===== config.mk =====
export PLATFORM = sky130hd
export DESIGN_NAME = instr_decode_queue_flat
export DESIGN_NICKNAME = d
export VERILOG_FILES = /design/src/rtl/instr_decode_queue_if.sv /design/src/rtl/instr_decode_queue.sv /design/src/flat_wrapper.sv
export SDC_FILE = /design/constraint.sdc
export NUM_CORES = 1
export LEC_CHECK = 0
export CAP_MARGIN = 30
export CORE_UTILIZATION = 30
export DETAILED_ROUTE_END_ITERATION = 8
export DONT_BUFFER_PORTS = 1
export GPL_ROUTABILITY_DRIVEN = 1
export SLEW_MARGIN = 20
export SYNTH_ARGS = -nofsm -noshare
export SYNTH_HDL_FRONTEND = slang
export SYNTH_SLANG_ARGS = --single-unit

===== constraint.sdc =====
create_clock -name clk -period 3.3 [get_ports clk]
set_input_delay 0.66 -clock clk [delete_from_list [all_inputs] [get_ports clk]]
set_output_delay 0.66 -clock clk [all_outputs]
set_load 0.01 [all_outputs]

===== src/rtl/instr_decode_queue_if.sv =====
//------------------------------------------------------------------------------
// Module      : instr_decode_queue_if (plus package PkgInstrDecoder)
// Description : Decoded-instruction record type and the fetch/issue handshake
//               bundle used by instr_decode_queue.
//               Optional macro: DECODE_ILLEGAL_TRAP_EN adds out_illegal.
// Revision    : 1.0 - initial release
//------------------------------------------------------------------------------
`default_nettype none

package PkgInstrDecoder;
    // Opcode values that matter for stall / legality decisions
    localparam logic [3:0] c_g0_mul         = 4'd4;   // Mul_ThreeRegs
    localparam logic [3:0] c_g0_udiv        = 4'd5;   // Udiv_ThreeRegs
    localparam logic [3:0] c_g0_sdiv        = 4'd6;   // Sdiv_ThreeRegs
    localparam logic [3:0] c_g0_bad0        = 4'd14;  // first illegal three-reg op
    localparam logic [3:0] c_g1_muli        = 4'd4;   // Muli_TwoRegsOneImm
    localparam logic [3:0] c_g1_bad0        = 4'd14;  // first illegal imm16 op
    localparam logic [3:0] c_g2_bad2        = 4'd13;  // Bad2_Iog2: first illegal branch op
    localparam logic [3:0] c_g3_bad0        = 4'd13;  // Bad0_Iog3: first illegal jump/call op
    localparam logic [3:0] c_g5_bad0        = 4'd8;   // first illegal ld/st op
    localparam logic [3:0] c_g6_cpy_ireta   = 4'd1;   // Cpy_OneIretaOneReg
    localparam logic [3:0] c_g6_cpy_idsta   = 4'd3;   // Cpy_OneIdstaOneReg
    localparam logic [3:0] c_g6_reti        = 4'd4;   // Reti_NoArgs
    localparam logic [3:0] c_g6_ei          = 4'd5;   // Ei_NoArgs
    localparam logic [3:0] c_g6_di          = 4'd6;   // Di_NoArgs
    localparam logic [3:0] c_g6_bad0        = 4'd7;   // first illegal misc op

    typedef struct packed {
        logic [3:0]  group;
        logic [3:0]  ra;
        logic [3:0]  rb;
        logic [3:0]  rc;
        logic [3:0]  opcode;
        logic [15:0] imm_val;
        logic [3:0]  condition_type;
        logic [2:0]  ldst_type;
        logic        causes_stall;
    } PortOut_InstrDecoder;
endpackage

interface instr_decode_queue_if #(
    parameter int DEPTH     = 2,
    parameter int IMM_WIDTH = 16,
    parameter int PC_WIDTH  = 32
);
    import PkgInstrDecoder::*;

    localparam int CNT_W = $clog2(DEPTH) + 1;

    logic                         flush;
    logic                         in_valid;
    logic                         in_ready;
    logic [31:0]                  in_instr;
    logic [PC_WIDTH-1:0]          in_pc;
    logic                         out_valid;
    logic                         out_ready;
    PortOut_InstrDecoder          out_dec;
    logic [IMM_WIDTH-1:0]         out_imm;
    logic [PC_WIDTH-1:0]          out_pc;
    logic                         stall_done;
    logic                         interlocked;
    logic [CNT_W-1:0]             count;
`ifdef DECODE_ILLEGAL_TRAP_EN
    logic                         out_illegal;

    modport master (
        output flush, in_valid, in_instr, in_pc, out_ready, stall_done,
        input  in_ready, out_valid, out_dec, out_imm, out_pc, interlocked, count, out_illegal
    );
    modport slave (
        input  flush, in_valid, in_instr, in_pc, out_ready, stall_done,
        output in_ready, out_valid, out_dec, out_imm, out_pc, interlocked, count, out_illegal
    );
`else
    modport master (
        output flush, in_valid, in_instr, in_pc, out_ready, stall_done,
        input  in_ready, out_valid, out_dec, out_imm, out_pc, interlocked, count
    );
    modport slave (
        input  flush, in_valid, in_instr, in_pc, out_ready, stall_done,
        output in_ready, out_valid, out_dec, out_imm, out_pc, interlocked, count
    );
`endif
endinterface

`default_nettype wire


===== src/rtl/instr_decode_queue.sv =====
//------------------------------------------------------------------------------
// Module      : instr_decode_queue
// Description : Decodes 32-bit Frost32 instructions, buffers decoded entries in
//               a DEPTH-deep FIFO and holds issue after a stalling instruction
//               until the execute unit reports completion.
//               Optional macro: DECODE_ILLEGAL_TRAP_EN (illegal-op trap decode).
// Revision    : 1.0 - initial release
//------------------------------------------------------------------------------
`default_nettype none

module instr_decode_queue #(
    parameter int DEPTH     = 2,
    parameter int IMM_WIDTH = 16,
    parameter int PC_WIDTH  = 32
) (
    input  logic                clk,
    input  logic                reset,
    instr_decode_queue_if.slave bus
);
    import PkgInstrDecoder::*;

    localparam int c_ptr_w = $clog2(DEPTH);
    localparam int c_cnt_w = $clog2(DEPTH) + 1;

    typedef enum logic [0:0] {
        ST_IDLE = 1'b0,
        ST_WAIT = 1'b1
    } state_t;

    // Decoder outputs
    PortOut_InstrDecoder   w_dec;
    logic [IMM_WIDTH-1:0]  w_imm;
    logic [3:0]            w_grp;
    logic [3:0]            w_op_lo;
    logic [3:0]            w_op_mid;
    logic [3:0]            w_op_ls;
`ifdef DECODE_ILLEGAL_TRAP_EN
    logic                  w_bad;
    logic                  w_illegal;
    logic                  r_ill_mem [DEPTH];
`endif

    // Queue storage and control
    PortOut_InstrDecoder   r_dec_mem [DEPTH];
    logic [IMM_WIDTH-1:0]  r_imm_mem [DEPTH];
    logic [PC_WIDTH-1:0]   r_pc_mem  [DEPTH];
    logic [c_ptr_w-1:0]    r_wr_ptr;
    logic [c_ptr_w-1:0]    r_rd_ptr;
    logic [c_cnt_w-1:0]    r_count;
    logic                  w_full;
    logic                  w_empty;
    logic                  w_push;
    logic                  w_pop;
    state_t                r_state;
    state_t                w_state_nxt;

    assign w_grp    = bus.in_instr[31:28];
    assign w_op_lo  = bus.in_instr[3:0];
    assign w_op_mid = bus.in_instr[19:16];
    assign w_op_ls  = bus.in_instr[15:12];

    // Combinational decode of the incoming instruction by group
    always_comb begin
        w_dec = '0;
        w_imm = '0;
        case (w_grp)
            4'd0: begin
                w_dec.group        = w_grp;
                w_dec.ra           = bus.in_instr[27:24];
                w_dec.rb           = bus.in_instr[23:20];
                w_dec.rc           = bus.in_instr[19:16];
                w_dec.opcode       = w_op_lo;
                w_dec.causes_stall = (w_op_lo == c_g0_mul) || (w_op_lo == c_g0_udiv)
                                  || (w_op_lo == c_g0_sdiv);
            end
            4'd1: begin
                w_dec.group        = w_grp;
                w_dec.ra           = bus.in_instr[27:24];
                w_dec.rb           = bus.in_instr[23:20];
                w_dec.opcode       = w_op_mid;
                w_dec.imm_val      = bus.in_instr[15:0];
                w_imm              = IMM_WIDTH'($signed(bus.in_instr[15:0]));
                w_dec.causes_stall = (w_op_mid == c_g1_muli);
            end
            4'd2: begin
                w_dec.group          = w_grp;
                w_dec.ra             = bus.in_instr[27:24];
                w_dec.rb             = bus.in_instr[23:20];
                w_dec.opcode         = w_op_mid;
                w_dec.condition_type = w_op_mid;
                w_dec.imm_val        = bus.in_instr[15:0];
                w_imm                = IMM_WIDTH'($signed(bus.in_instr[15:0]));
                w_dec.causes_stall   = (w_op_mid < c_g2_bad2);
            end
            4'd3, 4'd4: begin
                w_dec.group          = w_grp;
                w_dec.ra             = bus.in_instr[27:24];
                w_dec.rb             = bus.in_instr[23:20];
                w_dec.rc             = bus.in_instr[19:16];
                w_dec.opcode         = w_op_lo;
                w_dec.condition_type = w_op_lo;
                w_dec.causes_stall   = (w_op_lo < c_g3_bad0);
            end
            4'd5: begin
                w_dec.group        = w_grp;
                w_dec.ra           = bus.in_instr[27:24];
                w_dec.rb           = bus.in_instr[23:20];
                w_dec.rc           = bus.in_instr[19:16];
                w_dec.opcode       = w_op_ls;
                w_dec.ldst_type    = w_op_ls[2:0];
                w_dec.imm_val      = 16'($signed(bus.in_instr[11:0]));
                w_imm              = IMM_WIDTH'($signed(bus.in_instr[11:0]));
                w_dec.causes_stall = 1'b1;
            end
            4'd6: begin
                w_dec.group        = w_grp;
                w_dec.ra           = bus.in_instr[27:24];
                w_dec.rb           = bus.in_instr[23:20];
                w_dec.opcode       = w_op_lo;
                w_dec.causes_stall = (w_op_lo == c_g6_cpy_ireta) || (w_op_lo == c_g6_cpy_idsta)
                                  || (w_op_lo == c_g6_reti) || (w_op_lo == c_g6_ei)
                                  || (w_op_lo == c_g6_di);
            end
            default: begin
                // Unknown group: all-zero record, i.e. add zero,zero,zero
                w_dec = '0;
            end
        endcase
`ifdef DECODE_ILLEGAL_TRAP_EN
        w_illegal = 1'b0;
        case (w_grp)
            4'd0:       w_bad = (w_op_lo  >= c_g0_bad0);
            4'd1:       w_bad = (w_op_mid >= c_g1_bad0);
            4'd2:       w_bad = (w_op_mid >= c_g2_bad2);
            4'd3, 4'd4: w_bad = (w_op_lo  >= c_g3_bad0);
            4'd5:       w_bad = (w_op_ls  >= c_g5_bad0);
            4'd6:       w_bad = (w_op_lo  >= c_g6_bad0);
            default:    w_bad = 1'b1;
        endcase
        // Illegal ops carry no fields but serialise so the trap handler runs alone
        if (w_bad) begin
            w_dec              = '0;
            w_imm              = '0;
            w_dec.causes_stall = 1'b1;
            w_illegal          = 1'b1;
        end
`endif
    end

    assign w_full         = (r_count == c_cnt_w'(DEPTH));
    assign w_empty        = (r_count == '0);
    assign bus.in_ready   = !w_full && !bus.flush && !reset;
    assign w_push         = bus.in_valid && bus.in_ready;
    assign bus.out_valid  = !w_empty && (r_state == ST_IDLE);
    assign w_pop          = bus.out_valid && bus.out_ready && !bus.flush;
    assign bus.interlocked = (r_state == ST_WAIT);
    assign bus.count      = r_count;

    // Head outputs read as zero whenever the queue is empty
    assign bus.out_dec = w_empty ? '0 : r_dec_mem[r_rd_ptr];
    assign bus.out_imm = w_empty ? '0 : r_imm_mem[r_rd_ptr];
    assign bus.out_pc  = w_empty ? '0 : r_pc_mem[r_rd_ptr];
`ifdef DECODE_ILLEGAL_TRAP_EN
    assign bus.out_illegal = w_empty ? 1'b0 : r_ill_mem[r_rd_ptr];
`endif

    // Entry storage: cleared on reset, written at the tail on push
    always_ff @(posedge clk) begin
        if (reset) begin
            for (int i = 0; i < DEPTH; i++) begin
                r_dec_mem[i] <= '0;
                r_imm_mem[i] <= '0;
                r_pc_mem[i]  <= '0;
`ifdef DECODE_ILLEGAL_TRAP_EN
                r_ill_mem[i] <= 1'b0;
`endif
            end
        end else if (w_push) begin
            r_dec_mem[r_wr_ptr] <= w_dec;
            r_imm_mem[r_wr_ptr] <= w_imm;
            r_pc_mem[r_wr_ptr]  <= bus.in_pc;
`ifdef DECODE_ILLEGAL_TRAP_EN
            r_ill_mem[r_wr_ptr] <= w_illegal;
`endif
        end
    end

    // Pointers and occupancy; power-of-two depth lets pointers wrap naturally
    always_ff @(posedge clk) begin
        if (reset || bus.flush) begin
            r_wr_ptr <= '0;
            r_rd_ptr <= '0;
            r_count  <= '0;
        end else begin
            if (w_push) begin
                r_wr_ptr <= r_wr_ptr + c_ptr_w'(1);
            end
            if (w_pop) begin
                r_rd_ptr <= r_rd_ptr + c_ptr_w'(1);
            end
            case ({w_push, w_pop})
                2'b10:   r_count <= r_count + c_cnt_w'(1);
                2'b01:   r_count <= r_count - c_cnt_w'(1);
                default: r_count <= r_count;
            endcase
        end
    end

    // Interlock state register
    always_ff @(posedge clk) begin
        if (reset) begin
            r_state <= ST_IDLE;
        end else begin
            r_state <= w_state_nxt;
        end
    end

    // Interlock next state: a popped stalling head blocks issue until stall_done
    always_comb begin
        w_state_nxt = r_state;
        case (r_state)
            ST_IDLE: begin
                if (w_pop && r_dec_mem[r_rd_ptr].causes_stall) begin
                    w_state_nxt = ST_WAIT;
                end
            end
            ST_WAIT: begin
                if (bus.stall_done) begin
                    w_state_nxt = ST_IDLE;
                end
            end
            default: w_state_nxt = ST_IDLE;
        endcase
        if (bus.flush) begin
            w_state_nxt = ST_IDLE;
        end
    end

endmodule

`default_nettype wire


===== src/flat_wrapper.sv =====
// flat-port wrapper written by rule: the top's interface ports become plain ports
module instr_decode_queue_flat import PkgInstrDecoder::*;
#(
    parameter int DEPTH     = 2,
    parameter int IMM_WIDTH = 16,
    parameter int PC_WIDTH  = 32
)
  (clk, reset, bus_flush, bus_in_valid, bus_in_instr, bus_in_pc, bus_out_ready, bus_stall_done, bus_in_ready, bus_out_valid, bus_out_dec, bus_out_imm, bus_out_pc, bus_interlocked, bus_count);
  instr_decode_queue_if #(.DEPTH(DEPTH), .IMM_WIDTH(IMM_WIDTH), .PC_WIDTH(PC_WIDTH)) bus_i ();
  input  logic clk;
  input  logic reset;
  input wire logic [$bits(bus_i.flush)-1:0] bus_flush;
  input wire logic [$bits(bus_i.in_valid)-1:0] bus_in_valid;
  input wire logic [$bits(bus_i.in_instr)-1:0] bus_in_instr;
  input wire logic [$bits(bus_i.in_pc)-1:0] bus_in_pc;
  input wire logic [$bits(bus_i.out_ready)-1:0] bus_out_ready;
  input wire logic [$bits(bus_i.stall_done)-1:0] bus_stall_done;
  output wire logic [$bits(bus_i.in_ready)-1:0] bus_in_ready;
  output wire logic [$bits(bus_i.out_valid)-1:0] bus_out_valid;
  output wire logic [$bits(bus_i.out_dec)-1:0] bus_out_dec;
  output wire logic [$bits(bus_i.out_imm)-1:0] bus_out_imm;
  output wire logic [$bits(bus_i.out_pc)-1:0] bus_out_pc;
  output wire logic [$bits(bus_i.interlocked)-1:0] bus_interlocked;
  output wire logic [$bits(bus_i.count)-1:0] bus_count;
  assign bus_i.flush = bus_flush;
  assign bus_i.in_valid = bus_in_valid;
  assign bus_i.in_instr = bus_in_instr;
  assign bus_i.in_pc = bus_in_pc;
  assign bus_i.out_ready = bus_out_ready;
  assign bus_i.stall_done = bus_stall_done;
  assign bus_in_ready = bus_i.in_ready;
  assign bus_out_valid = bus_i.out_valid;
  assign bus_out_dec = bus_i.out_dec;
  assign bus_out_imm = bus_i.out_imm;
  assign bus_out_pc = bus_i.out_pc;
  assign bus_interlocked = bus_i.interlocked;
  assign bus_count = bus_i.count;
  instr_decode_queue #(.DEPTH(DEPTH), .IMM_WIDTH(IMM_WIDTH), .PC_WIDTH(PC_WIDTH)) u_core (.clk(clk), .reset(reset), .bus(bus_i));
endmodule

==> flow_summary.json, run 1 <==
{
  "cp_num_buf_inv": 1,
  "cap_violations": 0,
  "power_density_nw_per_um2": 523.0,
  "io_pins": 167,
  "crit_arrival_ns": 2.06,
  "die_h_um": 160.6,
  "rows": 57,
  "peakVddDrop_mv": 0.2724,
  "drt_wl_total_um": 17110,
  "r2r_slack_ns": 1.10,
  "final_nets": 666,
  "drc": 0,
  "core_um2": 24460,
  "cts_made_buffers": 17,
  "cp_cell_sequence": "buf_4 > mux2i_1 > nor2_1",
  "die_w_um": 160.6,
  "relSlewSlack_pct": 46.21,
  "post-route-period-util_pct": 82.47,
  "drive_gt1_share_pct": 10.03,
  "synth.top_cell.area_share_pct": 60.50,
  "final_cell_area_um2": 8393,
  "worst_path_max_delay_cell": "dfxtp_4",
  "ant_nets": 0,
  "synth_edf_count": 152,
  "yosysUniqueCellTypes": 48,
  "synth_cells": 609,
  "r2r_end": "u_core.r_pc_mem[0][0]",
  "yosysWarnings": 0,
  "criticalPathCategory": "flip-flop to primary output",
  "max_freq_mhz": 367.4,
  "cp_num_cells": 3,
  "worstSetupStartpointType": "flip-flop",
  "dp_cells": 900,
  "place_congestion": 0.8116,
  "cts_setup_buffers": 0,
  "period_needed_ns": 2.722,
  "grt_pass1_wl_um": 25610,
  "pwr-share-comb_pct": 5.0,
  "grt_pass1_vias": 4255,
  "cp-end-kind": "primary output",
  "dr.pass1.iters": 5,
  "synth_seq_area_share_pct": 62.09,
  "syn_area_um2": 7545,
  "status": "complete, no violations",
  "skew_ns": 0.01319,
  "cts-htree-levels": 4,
  "setup_viol": 0,
  "syn_to_final_growth_pct": 11.24,
  "max_stage_delay_ns": 0.87,
  "finalSetupTns_ns": 0,
  "ctsResizeCount": 0,
  "ctsHoldBuffers": 0,
  "die_area_um2": 25790,
  "antenna_found_initial": 0,
  "cts_tree": "done",
  "tightest_slew_ns": 0.8069,
  "start_util_pct": 30.84,
  "yosys-top-cells-count": "edfxtp_1 (152), nor2_1 (124), and2_1 (119), mux2i_1 (76), buf_2 (23)",
  "syn_avg_cell_area_um2": 12.39,
  "dp_hpwl_um": 11650,
  "synth_top_flop_cell": "edfxtp_1",
  "async_flop_share_pct": 0,
  "hold_viol": 0,
  "cp_data_required_time_ns": 2.64,
  "cts.sinks": 158,
  "cp_top_family": "flip-flops",
  "ys_ff_latch": 158,
  "numPortBuffers": 0,
  "via_count": 4333,
  "insertion_delay_ns": 0.42,
  "switching_share_pct": 22.35,
  "cts_buffer_depth": 2,
  "grt_usage_pct": 13.47,
  "yosysMostFrequentCell": "edfxtp_1",
  "p_leak_nw": 2.748,
  "p_int_mw": 3.409,
  "rsz0062_at_grt": "false",
  "ys_top_cells_by_area": "edfxtp_1 (60%), mux2i_1 (10%), and2_1 (9.9%)",
  "yosys.area.top_type": "edfxtp_1",
  "grt_max_degree": 43,
  "cts-root-buf": "clkbuf_16",
  "place_area_um2": 7843,
  "r2r_start": "u_core.bus.count[0]",
  "p_clk_share_pct": 41.9,
  "power_frac_seq_pct": 53.1,
  "wl_per_cell_um": 18.34,
  "path_clk_slew_ns": 0.07,
  "worstSetupEndpoint": "bus_out_dec[24]",
  "r2r_cells": 5,
  "grt_overflow": 0,
  "drt_iter0_markers": 247,
  "final_cells": 933,
  "timing.hold.ws_ns": 0.4108,
  "hold_path_class": "input port to flip-flop",
  "vias_per_cell": 4.644,
  "crit_fanout": 42,
  "report.final.slew_viol_count": 0,
  "p_switching_uw": 981.2
}
how the worst min path moves through the flow:
| stage | startpoint | endpoint | slack [ns] | cells after the start |
|---|---|---|---|---|
| after floorplan | u_core.r_rd_ptr | flip-flop | 0.47 | 2 |
| after global placement | u_core.r_rd_ptr | u_core.r_rd_ptr | 0.49 | 2 |
| after detailed placement | u_core.r_rd_ptr | u_core.r_rd_ptr | 0.50 | 2 |
| after CTS | bus_out_ready | u_core.bus.interlocked | 0.39 | 2 |
| after global routing | bus_out_ready | u_core.bus.interlocked | 0.41 | 2 |
| final | bus_out_ready | u_core.bus.interlocked | 0.41 | 2 |
metrics by stage:
stage	utilization, %	worst slack [ns]	power [mW]
CTS	34.30	0.5241	4.437
global placement	32.06	0.9813	2.594
floorplan	-	0.7617	2.539
finish	34.31	0.5783	4.390
global route	34.30	0.4537	4.549
detailed placement	32.06	0.9618	2.598
layout by cell type, fill, tap and decap left out, types with 2 or more instances in the layout:
cell type   netlist  layout
and2_1          119     119
o21ai_0           2       2
inv_6             0       2
and2b_1           2       2
nor2_2            0       2
dfxtp_1           6       5
a311oi_1          4       4
a22oi_1           4       4
nor4_1            5       5
nor4b_1           3       3
inv_1             3       3
buf_4            20      15
clkinv_4          0       2
clkbuf_16         0      17
nor2_1          124     121
xor2_1            3       3
nand2b_1          5       3
conb_1            1       2
clkinvlp_4        0       5
nand2_1           8       8
clkinv_1          0       4
nand3_1           2       2
buf_12            0       3
nor3_1            2       2
nand2b_4          0       2
nor2b_1           2       2
nand3b_1          2       2
nand4_1           2       2
a21oi_1           6       6
edfxtp_1        152     152
xnor2_1           4       4
mux2i_1          76      76
nor4bb_1          2       2
layer usage:
metal / vias up / share of wire (%) / global-route usage [%]
li1: 2076 / - / -
met1: 2101 / 43 / 16.75
met2: 141 / 47 / 21.51
met3: 15 / 8.0 / 5.346
met4: 0 / 1.1 / 3.896
met5: - / 0 / 0
registers in the layout, summed over array words and instances (netlist names), named ones only:
signal	cells
u_core.r_dec_mem	88
u_core.r_pc_mem	64
u_core.bus.count	2
u_core.bus.interlocked	1
u_core.r_rd_ptr	1
u_core.r_wr_ptr	1
worst reg2reg max path, cell delays in order, from the launching register on:
cell	delay (ns)
dfxtp_1	0.50
nand2b_1	0.25
nand4_1	0.12
buf_4	0.23
nand2b_4	0.49
buf_4	0.30
cells by family after synthesis:
logic type | Yosys count | synth area share (%)
other | 1 | 0.04970
XOR/XNOR | 8 | 1.028
buffers and inverters | 55 | 4.328
AO/OA/AOI/OAI | 24 | 2.421
AND/OR/NAND/NOR | 286 | 19.83
multiplexers | 76 | 10.08
flip-flops | 158 | 62.09
adder cells (fa/ha/maj) | 1 | 0.1658
final cells by class:
type	instances	area [um^2]
timing repair buffer	18	172.7
inverter	3	11.26
sequential	158	4688
multi-input combinational	397	2565
fill	2413	16070
antenna	1	2.502
tap	324	405.4
clock inverter	15	122.6
clock buffer	17	425.4
power groups by stage:
stage	sequential (mW)	combinational [mW]	clock (mW)
6_report	2.33	0.219	1.84
2_1_floorplan	2.36	0.174	0
4_1_cts	2.33	0.226	1.88
3_3_place_gp	2.37	0.222	0
5_1_grt	2.34	0.243	1.97
3_5_place_dp	2.37	0.226	0
Power figures use the tool's default switching activity.
==> run 2, diff against run 1 <==
==> constraint.sdc (replaced) <==
create_clock -name clk -period 2.3 [get_ports clk]
set_input_delay 0.46 -clock clk [delete_from_list [all_inputs] [get_ports clk]]
set_output_delay 0.46 -clock clk [all_outputs]
set_load 0.01 [all_outputs]
==> flow_summary.json, run 2 (synthesized netlist as in run 1, its figures left out) <==
{
  "grt_max_degree": 78,
  "tightest_slew_ns": 0.8863,
  "path_clk_slew_ns": 0.06,
  "relSlewSlack_pct": 40.70,
  "grt_overflow": 0,
  "cts-htree-levels": 4,
  "antenna_found_initial": 0,
  "final_cell_mix": "edfxtp_1 (152), nor2_1 (119), and2_1 (119)",
  "power_density_nw_per_um2": 731.8,
  "syn_to_final_growth_pct": 13.45,
  "cts_setup_buffers": 0,
  "grt_usage_pct": 13.78,
  "drt_wl_total_um": 17010,
  "ant_nets": 0,
  "status": "complete, no violations",
  "vias_per_cell": 4.621,
  "die_h_um": 160.6,
  "core_um2": 24460,
  "cp_data_required_time_ns": 1.84,
  "cp_top_family": "buffers and inverters",
  "ctsHoldBuffers": 0,
  "die_w_um": 160.6,
  "cts-root-buf": "clkbuf_16",
  "dp_slack_ns": 0.2320,
  "report.final.slew_viol_count": 0,
  "wl_per_cell_um": 17.99,
  "drt_iter0_markers": 281,
  "cts_buffer_depth": 2,
  "max_freq_mhz": 464.0,
  "place_congestion": 0.8104,
  "die_area_um2": 25790,
  "period_needed_ns": 2.155,
  "cp_cell_sequence": "nor2_4 > buf_12 > nor2_1 > buf_4",
  "largest_reg_flops": 88,
  "drive_gt1_share_pct": 12.24,
  "peakVddDrop_mv": 0.4058,
  "criticalPathCategory": "flip-flop to primary output",
  "via_count": 4367,
  "cp_num_buf_inv": 2,
  "hold_path_class": "input port to flip-flop",
  "post-route-period-util_pct": 93.70,
  "grt_pass1_vias": 4450,
  "dp_cells": 914,
  "finalSetupTns_ns": 0,
  "final_nets": 680,
  "numPortBuffers": 0,
  "setup_ws_ns": 0.1449,
  "dr.pass1.iters": 4,
  "p_leak_nw": 2.859,
  "insertion_delay_ns": 0.42,
  "setup_viol": 0,
  "cts.sinks": 158,
  "regMostFlops": "u_core.r_dec_mem",
  "cts_made_buffers": 17,
  "crit_arrival_ns": 1.70,
  "ctsResizeCount": 0,
  "max_stage_delay_ns": 0.42,
  "cap_violations": 0,
  "final_cells": 945,
  "drc": 0,
  "grt_pass1_wl_um": 26190,
  "rsz0062_at_grt": "false",
  "mostFrequentLayoutCell": "edfxtp_1",
  "worst_path_max_delay_cell": "dfxtp_1",
  "rows": 57,
  "cts_tree": "done",
  "skew_ns": 0.008743,
  "start_util_pct": 30.84,
  "io_pins": 167,
  "diodes": 0,
  "crit_fanout": 77,
  "worstSetupStartpointType": "flip-flop",
  "dp_hpwl_um": 11560,
  "hold_viol": 0,
  "cp-end-kind": "primary output"
}
[run 2: changes by cell type in the layout (fill, tap and decap cells not counted), moves of 2 or more]
cell        previous run  this run
clkinvlp_4             5         2
buf_4                 15        23
clkbuf_1               0         3
buf_12                 3         9
clkinv_2               1         4
clkinv_1               4         1
nor2_1               121       119
nor2_2                 2         4
[run 2: area by class of cell]
| class | instances | area (um^2) |
|---|---|---|
| Fill cell | 2412 | 15900 |
| Sequential cell | 158 | 4688 |
| Multi-Input combinational cell | 397 | 2570 |
| Clock buffer | 20 | 436.7 |
| Tap cell | 324 | 405.4 |
| Timing Repair Buffer | 32 | 352.8 |
| Clock inverter | 11 | 95.09 |
| Inverter | 3 | 11.26 |
[run 2: through the flow]
stage | utilization, % | power, mW | hold WS (ns) | cell area [um^2]
2_1_floorplan | - | 3.641 | 0.4725 | 7564
3_3_place_gp | 32.80 | 3.743 | 0.4893 | 8023
3_5_place_dp | 32.80 | 3.749 | 0.4952 | 8023
4_1_cts | 34.97 | 6.344 | 0.1801 | 8554
5_1_grt | 34.99 | 6.497 | 0.2010 | 8559
6_report | 34.99 | 6.264 | 0.2053 | 8559
[run 2: worst reg2reg max path, cell delays in order (launching register included)]
cell	delay, ns
dfxtp_1	0.54
nor2_4	0.09
or3b_1	0.39
nor2_1	0.14
ha_1	0.28
or3_1	0.35
a21oi_1	0.14
[run 2: report_power, final]
| group | internal [mW] | switching, mW | total (mW) | leakage, nW |
|---|---|---|---|---|
| clock network | 1.48 | 1.11 | 2.59 | 0.257 |
| registers | 3.30 | 0.0356 | 3.33 | 1.60 |
| logic | 0.129 | 0.214 | 0.342 | 0.999 |
| total | 4.90 | 1.36 | 6.26 | 2.86 |
[run 2: per-layer routing]
metal / vias to the layer above / track usage, % / part of all wire (%)
met2: 134 / 22.39 / 49
met5: - / 0 / 0
li1: 2102 / - / -
met4: 0 / 4.156 / 1.1
met1: 2115 / 17.01 / 41
met3: 16 / 5.062 / 9.1
[run 2: final timing paths]
check	startpoint	end	slack, ns	cells after the start
worst min-delay path	bus_out_ready	u_core.bus.interlocked	0.21	2
worst max register to register	u_core.bus.count[1]	u_core.bus.count[1]	0.31	6
worst min register to register	u_core.r_rd_ptr	u_core.r_rd_ptr	0.51	2
worst max-delay path	u_core.bus.count[1]	bus_out_imm[9]	0.14	4
==> run 3, diff against run 2 <==
--- a/config.mk
+++ b/config.mk
@@ -5,12 +5,13 @@
 export SDC_FILE = /design/constraint.sdc
 export NUM_CORES = 1
 export LEC_CHECK = 0
+export ABC_CLOCK_PERIOD_IN_PS = 2300
 export CAP_MARGIN = 30
 export CORE_UTILIZATION = 30
 export DETAILED_ROUTE_END_ITERATION = 8
 export DONT_BUFFER_PORTS = 1
 export GPL_ROUTABILITY_DRIVEN = 1
-export SLEW_MARGIN = 20
+export RECOVER_POWER = 100
 export SYNTH_ARGS = -nofsm -noshare
 export SYNTH_HDL_FRONTEND = slang
 export SYNTH_SLANG_ARGS = --single-unit
==> flow_summary.json, run 3 (synthesized netlist as in run 1, its figures left out) <==
{
  "crit_top_cell": "buf_12",
  "cp_data_required_time_ns": 1.84,
  "syn_to_final_growth_pct": 12.22,
  "postLayoutCoreUtil_pct": 34.61,
  "via_count": 4394,
  "die_h_um": 160.6,
  "path_clk_slew_ns": 0.06,
  "final_cell_mix": "edfxtp_1 (152), nor2_1 (119), mux2i_1 (76)",
  "skew_ns": 0.008302,
  "insertion_delay_ns": 0.42,
  "cts-htree-levels": 4,
  "r2r_slack_ns": 0.20,
  "crit_fanout": 25,
  "setup_viol": 0,
  "dp_hpwl_um": 11560,
  "hold_viol": 0,
  "post-route-period-util_pct": 93.70,
  "drc": 0,
  "peakVddDrop_mv": 0.4068,
  "rsz0062_at_grt": "false",
  "numPortBuffers": 0,
  "grt_overflow": 0,
  "grt_pass1_vias": 4450,
  "met2_usage_pct": 22.39,
  "final_cells": 945,
  "grt_max_degree": 78,
  "place_area_um2": 8023,
  "grt_pass1_wl_um": 26190,
  "drt_iter0_markers": 259,
  "r2r_end": "u_core.r_pc_mem[0][26]",
  "worst_path_max_delay_cell": "dfxtp_4",
  "period_needed_ns": 2.155,
  "grt_usage_pct": 13.78,
  "dp_slack_ns": 0.2320,
  "ctsResizeCount": 0,
  "max_stage_delay_ns": 0.45,
  "die_w_um": 160.6,
  "mostFrequentLayoutCell": "edfxtp_1",
  "final_nets": 680,
  "top_usage_layer": "met2",
  "cp-end-kind": "primary output",
  "drt_wl_total_um": 16960,
  "met1_usage_pct": 17.01,
  "cts_setup_buffers": 0,
  "whs_path_depth": 2,
  "cts_made_buffers": 17,
  "relSlewSlack_pct": 40.19,
  "tightest_slew_ns": 0.8938,
  "start_util_pct": 30.84,
  "core_um2": 24460,
  "antenna_found_initial": 0,
  "regMostFlops": "u_core.r_dec_mem",
  "cts.sinks": 158,
  "place_congestion": 0.8104,
  "ctsHoldBuffers": 0,
  "cts_buffer_depth": 2,
  "die_area_um2": 25790,
  "power.total_mw": 6.248,
  "hold_path_class": "input port to flip-flop",
  "io_pins": 167,
  "crit_arrival_ns": 1.69,
  "report.final.slew_viol_count": 0,
  "dr.pass1.iters": 4,
  "cts_tree": "done",
  "status": "complete, no violations",
  "cap_violations": 0,
  "r2r_start": "u_core.bus.count[1]",
  "criticalPathCategory": "flip-flop to primary output",
  "final_cell_area_um2": 8467,
  "cp_cell_sequence": "buf_12 > buf_12 > mux2i_1 > nor2_1",
  "grt_util_met3_pct": 5.062,
  "rows": 57,
  "drive_gt1_share_pct": 12.24,
  "dp_cells": 914,
  "power_density_nw_per_um2": 737.9,
  "setup_ws_ns": 0.1450,
  "largest_reg_flops": 88,
  "worstSetupStartpointType": "flip-flop",
  "cts-root-buf": "clkbuf_16",
  "ant_nets": 0,
  "diodes": 0,
  "wl_per_cell_um": 17.94,
  "max_freq_mhz": 464.0,
  "r2r_cells": 5,
  "p_leak_nw": 2.772,
  "min_to": "u_core.bus.interlocked",
  "finalSetupTns_ns": 0,
  "hold_start": "bus_out_ready",
  "vias_per_cell": 4.650,
  "timing.hold.ws_ns": 0.2047
}
-- run 3: cell count changes in the layout (fill, tap and decap cells not counted) --
cell and change:
nand2b_2 +1, and2_0 +51, buf_2 +1, clkbuf_2 +14, clkbuf_4 +4, and2_1 -51, buf_12 -4, buf_4 -15
nand2b_4 -1
-- run 3: final cells by class --
| cell class | count | area (um^2) |
|---|---|---|
| clock inverters | 11 | 95.09 |
| inverters | 3 | 11.26 |
| flip-flops and latches | 158 | 4688 |
| fillers | 2427 | 16000 |
| repair buffers | 32 | 265.3 |
| multi-input cells | 397 | 2565 |
| clock buffers | 20 | 436.7 |
| well taps | 324 | 405.4 |
-- run 3: how the worst max path moves through the flow --
stage | startpoint | endpoint | cells after the start
CTS | u_core.bus.count[1] | bus_out_dec[16] | 3
finish | flip-flop | bus_out_pc[2] | 4
global route | u_core.bus.count[1] | u_core.r_dec_mem[0][15] | 5
detailed placement | bus_flush | u_core.r_dec_mem[1][32] | 5
global placement | bus_flush | u_core.r_dec_mem[1][32] | 5
floorplan | bus_flush | u_core.r_dec_mem[0][0] | 4
-- run 3: power by group --
group          switching [mW]  internal (mW)
combinational           0.211          0.113
sequential             0.0356           3.30
clock                    1.11           1.48
-- run 3: critical path, delay by kind of cell (launching register included) --
kind,cells,cell delay (ns)
simple gates,1,0.11
flops,1,0.45
mux,1,0.26
buf+inv,2,0.44
-- run 3: layer usage --
metal	share of wire (%)	wire length (um)	vias to the layer above
li1	-	-	2100
met1	42	7154	2151
met4	1.1	184	0
met3	8.1	1367	15
met2	49	8250	128
met5	0	0	-
